[src/rtl/turn_signal_ctrl.sv]
// Tail-light sequencer: prescaled, priority-arbitrated Moore FSM driving y = {LC,LB,LA,RA,RB,RC}.
// Optional `define BRAKE_EN adds a brake input that lights the non-animated side.
//
// state | meaning
// IDLE  | dark step, arbitrates requests at the next tick
// L1-L3 | left sweep, one more lamp per tick
// R1-R3 | right sweep, one more lamp per tick
// HAZ   | all lamps on for one tick period
module turn_signal_ctrl #(
  parameter int TICK_DIV = 4
) (
  input  logic       clk,
  input  logic       reset,
  input  logic       left,
  input  logic       right,
  input  logic       hazard,
`ifdef BRAKE_EN
  input  logic       brake,
`endif
  output logic [5:0] y,
  output logic       busy,
  output logic       tick
);

  localparam int CW = (TICK_DIV > 1) ? $clog2(TICK_DIV) : 1;
  localparam logic [CW-1:0] TC = CW'(TICK_DIV - 1);

  typedef enum logic [2:0] {
    IDLE = 3'd0,
    L1   = 3'd1,
    L2   = 3'd2,
    L3   = 3'd3,
    R1   = 3'd4,
    R2   = 3'd5,
    R3   = 3'd6,
    HAZ  = 3'd7
  } state_t;

  logic [CW-1:0] cnt;
  state_t        state;
  state_t        nxt;
  logic [5:0]    y_nxt;

  // tick is held low while in reset so that TICK_DIV=1 still reads 0 during reset
  assign tick = reset & (cnt == TC);

  always_comb begin
    nxt = state;
    case (state)
      IDLE: if (tick) begin
        if (hazard || (left && right)) nxt = HAZ;
        else if (left)                 nxt = L1;
        else if (right)                nxt = R1;
        else                           nxt = IDLE;
      end
      L1:  if (tick) nxt = hazard ? HAZ : L2;
      L2:  if (tick) nxt = hazard ? HAZ : L3;
      L3:  if (tick) nxt = hazard ? HAZ : IDLE;
      R1:  if (tick) nxt = hazard ? HAZ : R2;
      R2:  if (tick) nxt = hazard ? HAZ : R3;
      R3:  if (tick) nxt = hazard ? HAZ : IDLE;
      HAZ: if (tick) nxt = IDLE;
      default: nxt = IDLE;
    endcase
  end

  always_comb begin
    y_nxt = 6'b000000;
    case (nxt)
      L1:      y_nxt = 6'b001000;
      L2:      y_nxt = 6'b011000;
      L3:      y_nxt = 6'b111000;
      R1:      y_nxt = 6'b000100;
      R2:      y_nxt = 6'b000110;
      R3:      y_nxt = 6'b000111;
      HAZ:     y_nxt = 6'b111111;
      default: y_nxt = 6'b000000;
    endcase
`ifdef BRAKE_EN
    // brake fills in the side that is not being animated; HAZ is already all on
    if (brake) begin
      case (nxt)
        IDLE:         y_nxt = 6'b111111;
        L1, L2, L3:   y_nxt = y_nxt | 6'b000111;
        R1, R2, R3:   y_nxt = y_nxt | 6'b111000;
        default:      y_nxt = y_nxt;
      endcase
    end
`endif
  end

  always_ff @(posedge clk or negedge reset) begin
    if (!reset) begin
      cnt   <= '0;
      state <= IDLE;
      y     <= 6'b000000;
      busy  <= 1'b0;
    end else begin
      cnt   <= (cnt == TC) ? '0 : cnt + CW'(1);
      state <= nxt;
      y     <= y_nxt;
      busy  <= (nxt != IDLE);
    end
  end

endmodule

[config.mk]
export PLATFORM = sky130hd
export DESIGN_NAME = turn_signal_ctrl
export DESIGN_NICKNAME = d
export VERILOG_FILES = /design/src/rtl/turn_signal_ctrl.sv
export SDC_FILE = /design/constraint.sdc
export NUM_CORES = 1
export LEC_CHECK = 0
export CAP_MARGIN = 20
export CORE_AREA = 2 2 39 41
export DETAILED_ROUTE_END_ITERATION = 6
export DIE_AREA = 0 0 41 43
export PLACE_DENSITY = 0.79
export SLEW_MARGIN = 30
export SYNTH_ARGS = -nofsm -noshare
export SYNTH_HDL_FRONTEND = slang
export SYNTH_SLANG_ARGS = --single-unit
[constraint.sdc]
create_clock -name clk -period 1.73 [get_ports clk]
set_clock_uncertainty 0.1 [all_clocks]
set_input_delay 0.346 -clock clk [delete_from_list [all_inputs] [get_ports clk]]
set_output_delay 0.346 -clock clk [all_outputs]
set_load 0.03 [all_outputs]
==> key figures <==
Clock tree
  – CTS Root Cell: clkbuf_4
  – CTS H-tree lvls: 1
  – Register clock-pin slew on the reported worst setup and hold paths: ~70 ps
  – Worst-skew pair later-pin latency: 260 ps
  – Num CTS Buffers: 3
  – CTS sink count: 12
  – CTS tree: built
  – Clk buf depth: 2
  – Hold Buf Count CTS: 0

STA
  – Slew HR: around four fifths
  – Final Max Tran Viols: 0
  – WHS: 127 ps
  – Final TNS setup: 0 ps
  – Crit path time final: 1690 ps
  – Fin worst setup slack: roughly 43 ps
  – Setup violators final: 0
  – Least-Margin Pin Slew: around 330 ps
  – Final worst-path cycle share: a little over nine tenths
  – FMAX: just under 600 MHz
  – Final hold vios: 0

Global routing
  – Grt ovf: 0
  – Vias in the first global route: between 300 and 400
  – Initial antenna violation count: 0
  – First-pass GRT wire length: ~1500 µm
  – Pin count of the biggest net entering global routing: 10
  – Total track usage: between 10% and 20%

Final layout
  – Fin nets: approximately 80
  – Finished layout cell area: roughly 840 µm²
  – Seq. cell area: 300 µm²
  – Fillers: approximately 110
  – Share of cells above drive strength 1: 45.9%
  – Commonest non-fill, non-tap cell in the layout: buf_4
  – Core Util, Final: about three fifths
  – Most frequent cells in the layout: buf_4, dfrtp_1, dlymetal6s2s_1
  – Area of the multi-input gates: ~220 µm²
  – N_diodes: 0
  – Area grow syn2layout: 65.2%

Worst setup path
  – Crit path arrival time: around 1200 ps
  – Worst Setup End Kind: primary output
  – Slowest stage cell, crit path: clkdlybuf4s50_1
  – CP bufs+invs: 1
  – Critical R2R Launch: cnt[0]
  – Startpoint Class: flop
  – Worst path top cell family by delay: buffers and inverters
  – Maximum fanout along the worst path: 1
  – Setup crit start: y[1]
  – CP peak stage delay: around 660 ps
  – Reg2reg path depth: 7
  – CP required: around 1300 ps
  – CP Cell Sequence: clkdlybuf4s50_1
  – Critical path type: flop to primary output
  – Critical path depth in cells: 1

Route
  – Drt first pass iters: 4
  – DR vias: roughly 430
  – Post-route DRC: 0
  – WL/cell: 11.1 µm
  – Detail-routed via count per cell: 4.82
  – Post-Route WL: roughly 1000 µm
  – Antenna violation net count after detailed routing: 0
  – Initial DRC count: 6

Die
  – Die Span Y: between 40 and 50 µm
  – Initial Utilization: 36.9%
  – Die area: 1760 µm²
  – DIE WIDTH: 41 µm
  – IO Count: 13
  – # rows: 14
  – Core area: around 1400 µm²

Place
  – Pre-CTS setup slack: -251 ps
  – DP HPWL: approximately 800 µm
  – Buffers on Ports: 12
  – Area after DPL: roughly 750 µm²
  – Gpl congestion: ~0.73

Synthesis
  – Synthesized flop and latch total: 12
  – Biggest area consumer among synthesized cells: dfrtp_1
  – Synth area leaders: dfrtp_1, a221oi_4, a21oi_1
  – Cell area after synthesis: between 500 and 600 µm²
  – Register area share after synthesis: roughly three fifths
  – Total number of yosys warnings: 0
  – Net Count, Synth: 50
  – Cell variety after synth: 20
  – Yosys top cell area share: approximately 59%
  – Avg Cell Area, Syn: around 12 µm²
  – Syn Inst Count: 44

Outcome
  – Status: completed

Job
  – Max Cap Viol: 0

Pwr
  – Worst vdd ir: ~0.0008 V
  – Leak Pwr: roughly 0.42 nW
  – P per Cell Area: approximately 1600 nW/µm²

Min path
  – Worst Hold Class: input port to async pin
-- power by group --
part           switching (mW)  internal [mW]
clock network          0.0843          0.128
logic                   0.388          0.336
registers              0.0475          0.388
-- sequential cells by signal, indices dropped and copies added, names as in the netlist --
register / flops
y: 6
state: 3
cnt: 2
busy: 1
-- per-layer routing --
layer | GRT usage, % | share of wire (%) | vias up | routed length (µm)
met2 | 21.9 | 56 | 8 | 564
met4 | 8.00 | 1.3 | 0 | 13
met5 | 0 | 0 | - | 0
met1 | 14.2 | 39 | 209 | 389
met3 | 3.14 | 3.3 | 2 | 33
li1 | - | - | 215 | -
-- final cells by class --
type                    instances  area share [%]
clock buffers                   4            4.30
inverters                       5            2.82
multi-input cells              27            26.4
flip-flops and latches         12            35.6
well taps                      16            2.37
repair buffers                 26            28.5
-- kinds of logic after synthesis --
kind of cell | after synthesis | synth area share (%)
buf+inv | 5 | 3.92
fa+ha+maj | 2 | 4.66
simple gates | 14 | 13.5
flops | 12 | 58.8
compound gates | 11 | 19.1
-- cells in the mapped netlist (all sizes together) --
cell type and n:
dfrtp 12, nand2 5, a21oi 4, inv 4
nor2 4, a211oi 1, a21boi 1, a221oi 1
clkinv 1, ha 1, maj3 1, nand2b 1
nand3 1, nand4b 1, nor2b 1, o21ai 1
o22a 1, o22ai 1, o31a 1, or3 1
-- path summary, 6_finish.rpt --
kind	to	slack (ps)
max	y[1]	40
max in group asynchronous	y[4]	1250
min	busy	130
max reg2reg	y[4]	80
min reg2reg	cnt[0]	380
min in group clk	cnt[0]	380
-- stage by stage --
step	std cells	total power, mW
after floorplan	44	0.845
after global placement	85	1.15
after detailed placement	85	1.17
after CTS	90	1.38
after global routing	90	1.46
final	90	1.37
-- repair_timing --
item,CTS,global route
setup endpoints to repair,1,11
pin swaps,2,0
setup buffers,1,0
gates resized for setup,4,11
(Power assumes the default switching activity.)
